[src/rtl/rr_mux_arbiter.sv]
// rr_mux_arbiter: round-robin owner of the shared 8-input, 16-bit datapath mux.
// Grants one requester at a time for a multi-beat transfer and drives the
// registered mux select/enable. A grant ends on the owner's last beat, when
// the owner drops its request, or (optional) when a watchdog beat limit is hit.
//
// Optional feature macro: ARB_WATCHDOG_EN
//   defined   -> MAX_BEATS parameter exists; transfers are cut off after
//                MAX_BEATS accepted beats without a last flag (timeout pulse)
//   undefined -> no watchdog, timeout is constant 0, transfers are unbounded
module rr_mux_arbiter #(
  parameter int BEAT_W = 8
`ifdef ARB_WATCHDOG_EN
  , parameter int MAX_BEATS = 255
`endif
) (
  input  logic              clk,
  input  logic              rst_n,
  input  logic [7:0]        req,
  input  logic [7:0]        last,
  input  logic              out_ready,
  output logic [2:0]        sel,
  output logic              en,
  output logic [7:0]        gnt,
  output logic              done,
  output logic              abort,
  output logic              timeout,
  output logic [BEAT_W-1:0] beat_cnt
);

  typedef enum logic {IDLE, BUSY} state_t;

  localparam logic [BEAT_W-1:0] BEAT_MAX = '1;

  state_t            state;
  logic [2:0]        ptr;

  logic              accept;
  logic              last_sel;
  logic              fin;
  logic              drop;
  logic              wd_hit;
  logic [BEAT_W-1:0] beat_next;
  logic [2:0]        pick;

  // First requester at or after p, wrapping 7 -> 0. Scanning from the far
  // end down lets the nearest hit overwrite earlier ones without a break.
  function automatic logic [2:0] rr_pick(input logic [7:0] r, input logic [2:0] p);
    logic [2:0] idx;
    logic [2:0] win;
    win = p;
    for (int k = 7; k >= 0; k--) begin
      idx = p + 3'(k);
      if (r[idx]) win = idx;
    end
    return win;
  endfunction

  // Beat counter increment that sticks at all-ones instead of wrapping.
  function automatic logic [BEAT_W-1:0] sat_inc(input logic [BEAT_W-1:0] c);
    return (c == BEAT_MAX) ? c : c + 1'b1;
  endfunction

  // Release conditions of the current owner, evaluated every BUSY cycle.
  always_comb begin
    accept    = out_ready;
    last_sel  = last[sel];
    fin       = accept & last_sel;
    drop      = ~req[sel];
    beat_next = sat_inc(beat_cnt);
    pick      = rr_pick(req, ptr);
  end

`ifdef ARB_WATCHDOG_EN
  localparam logic [BEAT_W-1:0] WD_LIMIT = BEAT_W'(MAX_BEATS);

  // Watchdog fires on the accepted non-last beat that reaches the limit.
  always_comb begin
    wd_hit = accept & ~last_sel & (beat_next == WD_LIMIT);
  end
`else
  // No watchdog: the timeout path collapses to a constant.
  always_comb begin
    wd_hit = 1'b0;
  end
`endif

  // Arbiter FSM: all mux control and status outputs are registered here.
  always_ff @(posedge clk or negedge rst_n) begin
    if (!rst_n) begin
      state    <= IDLE;
      ptr      <= 3'd0;
      sel      <= 3'd0;
      en       <= 1'b0;
      gnt      <= 8'h00;
      done     <= 1'b0;
      abort    <= 1'b0;
      timeout  <= 1'b0;
      beat_cnt <= '0;
    end else begin
      done    <= 1'b0;
      abort   <= 1'b0;
      timeout <= 1'b0;
      case (state)
        IDLE: begin
          if (req != 8'h00) begin
            state    <= BUSY;
            sel      <= pick;
            en       <= 1'b1;
            gnt      <= 8'h01 << pick;
            beat_cnt <= '0;
          end
        end
        BUSY: begin
          if (accept) beat_cnt <= beat_next;
          // Completion beats abort, abort beats watchdog.
          if (fin || drop || wd_hit) begin
            state <= IDLE;
            en    <= 1'b0;
            gnt   <= 8'h00;
            ptr   <= sel + 3'd1;
            if (fin)       done    <= 1'b1;
            else if (drop) abort   <= 1'b1;
            else           timeout <= 1'b1;
          end
        end
        default: state <= IDLE;
      endcase
    end
  end

endmodule
[config.mk]
export PLATFORM = sky130hd
export DESIGN_NAME = rr_mux_arbiter
export DESIGN_NICKNAME = d
export VERILOG_FILES = /design/src/rtl/rr_mux_arbiter.sv
export SDC_FILE = /design/constraint.sdc
export NUM_CORES = 1
export LEC_CHECK = 0
export ABC_CLOCK_PERIOD_IN_PS = 4600
export BUFFER_PORTS_ARGS = -buffer_cell sky130_fd_sc_hd__clkbuf_2
export CELL_PAD_IN_SITES_DETAIL_PLACEMENT = 1
export CELL_PAD_IN_SITES_GLOBAL_PLACEMENT = 1
export CORE_UTILIZATION = 43
export DETAILED_ROUTE_END_ITERATION = 7
export PLACE_DENSITY = 0.81
export REMOVE_ABC_BUFFERS = 1
export SLEW_MARGIN = 10
export SYNTH_ARGS = -nofsm -noshare
export SYNTH_HDL_FRONTEND = slang
export SYNTH_SLANG_ARGS = --single-unit
[constraint.sdc]
create_clock -name clk -period 4.6 [get_ports clk]
set_input_delay 1.15 -clock clk [delete_from_list [all_inputs] [get_ports clk]]
set_output_delay 1.15 -clock clk [all_outputs]
set_load 0.005 [all_outputs]
==> results by group <==
Min path
  • Worst Hold Class: register to register

STA
  • Setup TNS: 0 ns
  • Setup-failing EPs final: 0
  • Measured slew at the worst slew-check pin: 0.717 ns
  • Slew margin rel.: 0.520
  • Worst Setup Slack, final: 1.07 ns
  • Crit path time final: 3.53 ns
  • Final hold viol count: 0
  • RSZ-0062 raised after global routing: false
  • Slew Viols, Final: 0
  • Clock skew: 0.00482 ns
  • Final Cycle Share: 0.768
  • Max Freq: 283 MHz

Synthesis
  • Yosys cell types: 61
  • Synthesized area: 2180 um2
  • Yosys warns: 0
  • Post-synthesis sequential area ratio: 0.298
  • Mapped Cells: 204
  • Synthesized flop and latch total: 26
  • Syn Area/Cell: 10.7 um2
  • Ys flop type: dfrtp_1
  • EDFF count, synth: 0
  • Ys async rst share: 1.00

Placed design
  • Hpwl dp: 4500 um
  • IO buf count: 40
  • Area after detailed placement: 2430 um2
  • Place WS: 0.995 ns
  • RePlAce Congestion: 0.880

Clocking
  • Clock Sinks: 26
  • CTS Buf Count: 3
  • Clock-pin slew on the worst setup and hold paths: 0.09 ns
  • Clk buf depth: 2
  • Cts hold-fix bufs: 0
  • Clock root cell: clkbuf_8
  • PostCTS Resize Cnt: 0
  • Postcts setup bufs: 0
  • CTS tree: done
  • # H-tree levels: 1
  • Insertion delay to the later sink of the worst-skew pair: 0.27 ns

Setup path
  • Worst EP arrival: 3.70 ns
  • CP Max Fanout: 13
  • Crit. End Element: register
  • Worst Path Required: 4.77 ns
  • Critical path launch point type: register
  • Setup CP Type: register to register

Detailed routing
  • DR iter-0 viols: 126
  • Vias: 1909
  • First-pass DRT Iterations: 4
  • Drt wl/cell: 19.2 um
  • DRC Markers: 0
  • Via-per-instance ratio: 6.18
  • Detail Route Antenna Nets: 0
  • Drt total wl: 5930 um

GRT
  • First-pass GRT wire length: 9880 um
  • GRT overflow: 0
  • Antenna violations before repair: 0
  • Vias in the first global route: 1887
  • GRT Util Overall: 0.240
  • Largest net degree at the start of global routing: 27

Pwr
  • Leak pwr: 1.13 nW
  • PD cells: 781 nW/um2
  • Max VDD drop: 0.298 mV

Finish
  • Commonest non-fill, non-tap cell in the layout: clkbuf_2
  • Fin nets: 266
  • Finished Core Util: 0.520
  • Area growth, synth to finish: 14.6%
  • Post-route cell area: 2500 um2
  • N_diodes: 0
  • Fraction of layout cells with a size suffix above 1: 0.306
  • Most frequent cells in the layout: clkbuf_2 (40), dfrtp_1 (26), nand2_1 (18)

Die
  • Io pins: 42
  • Die W: 73.3 um
  • Std-Cell Rows: 25
  • Die span in y: 73.3 um
  • Core ar.: 4820 um2
  • Initial Utilization: 0.454
  • Die ar.: 5370 um2

Job
  • Max_cap viols: 0

Outcome
  • Run status: finished, final reports clean
[registers in the layout, summed over array words and instances, names as in the netlist]
name	flops
done	1
ptr	3
state	1
gnt	8
beat_cnt	8
sel	3
abort	1
en	1
[cell usage after synthesis, types with 4 or more instances]
cell type	count	area share
or3_1	4	0.011
ha_1	4	0.023
nand2_1	18	0.031
inv_1	8	0.014
dfrtp_1	26	0.30
o2bb2ai_1	5	0.020
xor2_1	7	0.028
a21oi_1	8	0.018
mux4_2	14	0.14
mux2i_1	11	0.050
o21ai_0	7	0.016
nand3_1	7	0.016
nor2_1	13	0.022
mux4_1	4	0.048
[per-layer routing]
layer / part of all wire / global-route usage / up-vias
met5: 0 / 0 / -
met3: 0.038 / 0.0316 / 6
li1: - / - / 889
met1: 0.48 / 0.377 / 966
met4: 0.012 / 0.0479 / 0
met2: 0.47 / 0.354 / 48
[power breakdown]
group	internal [mW]	total (mW)	switching (mW)
clock network	0.116	0.190	0.0733
registers	0.303	0.400	0.0967
logic	0.574	1.37	0.792
[critical path, cell delays in order, from the launching register on]
cell and delay [ns]:
dfrtp_1 0.33, buf_4 0.22, inv_2 0.11, ha_1 0.61, mux4_1 0.70, mux2i_1 0.26
nor3_1 0.07, o32a_1 0.37, o32ai_2 0.39, nor2_4 0.08, a32o_2 0.28
[logic make-up (layout without fill, tap and decap cells)]
group | count (synthesis) | after routing | synth area share
buffers and inverters | 17 | 55 | 0.0389
other | 1 | 1 | 0.00172
flip-flops | 26 | 26 | 0.298
adder cells (fa/ha/maj) | 4 | 4 | 0.0229
multiplexers | 31 | 31 | 0.255
AO/OA/AOI/OAI | 52 | 52 | 0.192
XOR/XNOR | 8 | 8 | 0.0321
AND/OR/NAND/NOR | 65 | 65 | 0.160
[cell type report]
cell class,instances,area (um2)
clock inverter,1,30.0
inverter,9,33.8
clock buffer,3,41.3
timing repair buffer,42,215
sequential,26,651
tap,67,83.8
fill,578,2310
multi-input combinational,161,1450
[final timing paths]
| path | from | endpoint | slack [ns] | cells after the start |
|---|---|---|---|---|
| min in group asynchronous | rst_n | done | 0.90 | 1 |
| worst max register to register | ptr[0] | gnt[7] | 1.07 | 10 |
| worst min-delay path | gnt[1] | gnt[1] | 0.51 | 1 |
| worst min register to register | gnt[1] | gnt[1] | 0.51 | 1 |
| worst max-delay path | ptr[0] | gnt[7] | 1.07 | 10 |
| max in group asynchronous | rst_n | beat_cnt[1] | 3.27 | 1 |
[through the flow]
step	hold WS [ns]	total power, mW	std cells
floorplan	0.479	1.39	196
global placement	0.481	1.72	305
detailed placement	0.483	1.76	305
CTS	0.513	1.95	309
global route	0.532	2.11	309
finish	0.506	1.96	309
(Power assumes the default switching activity.)
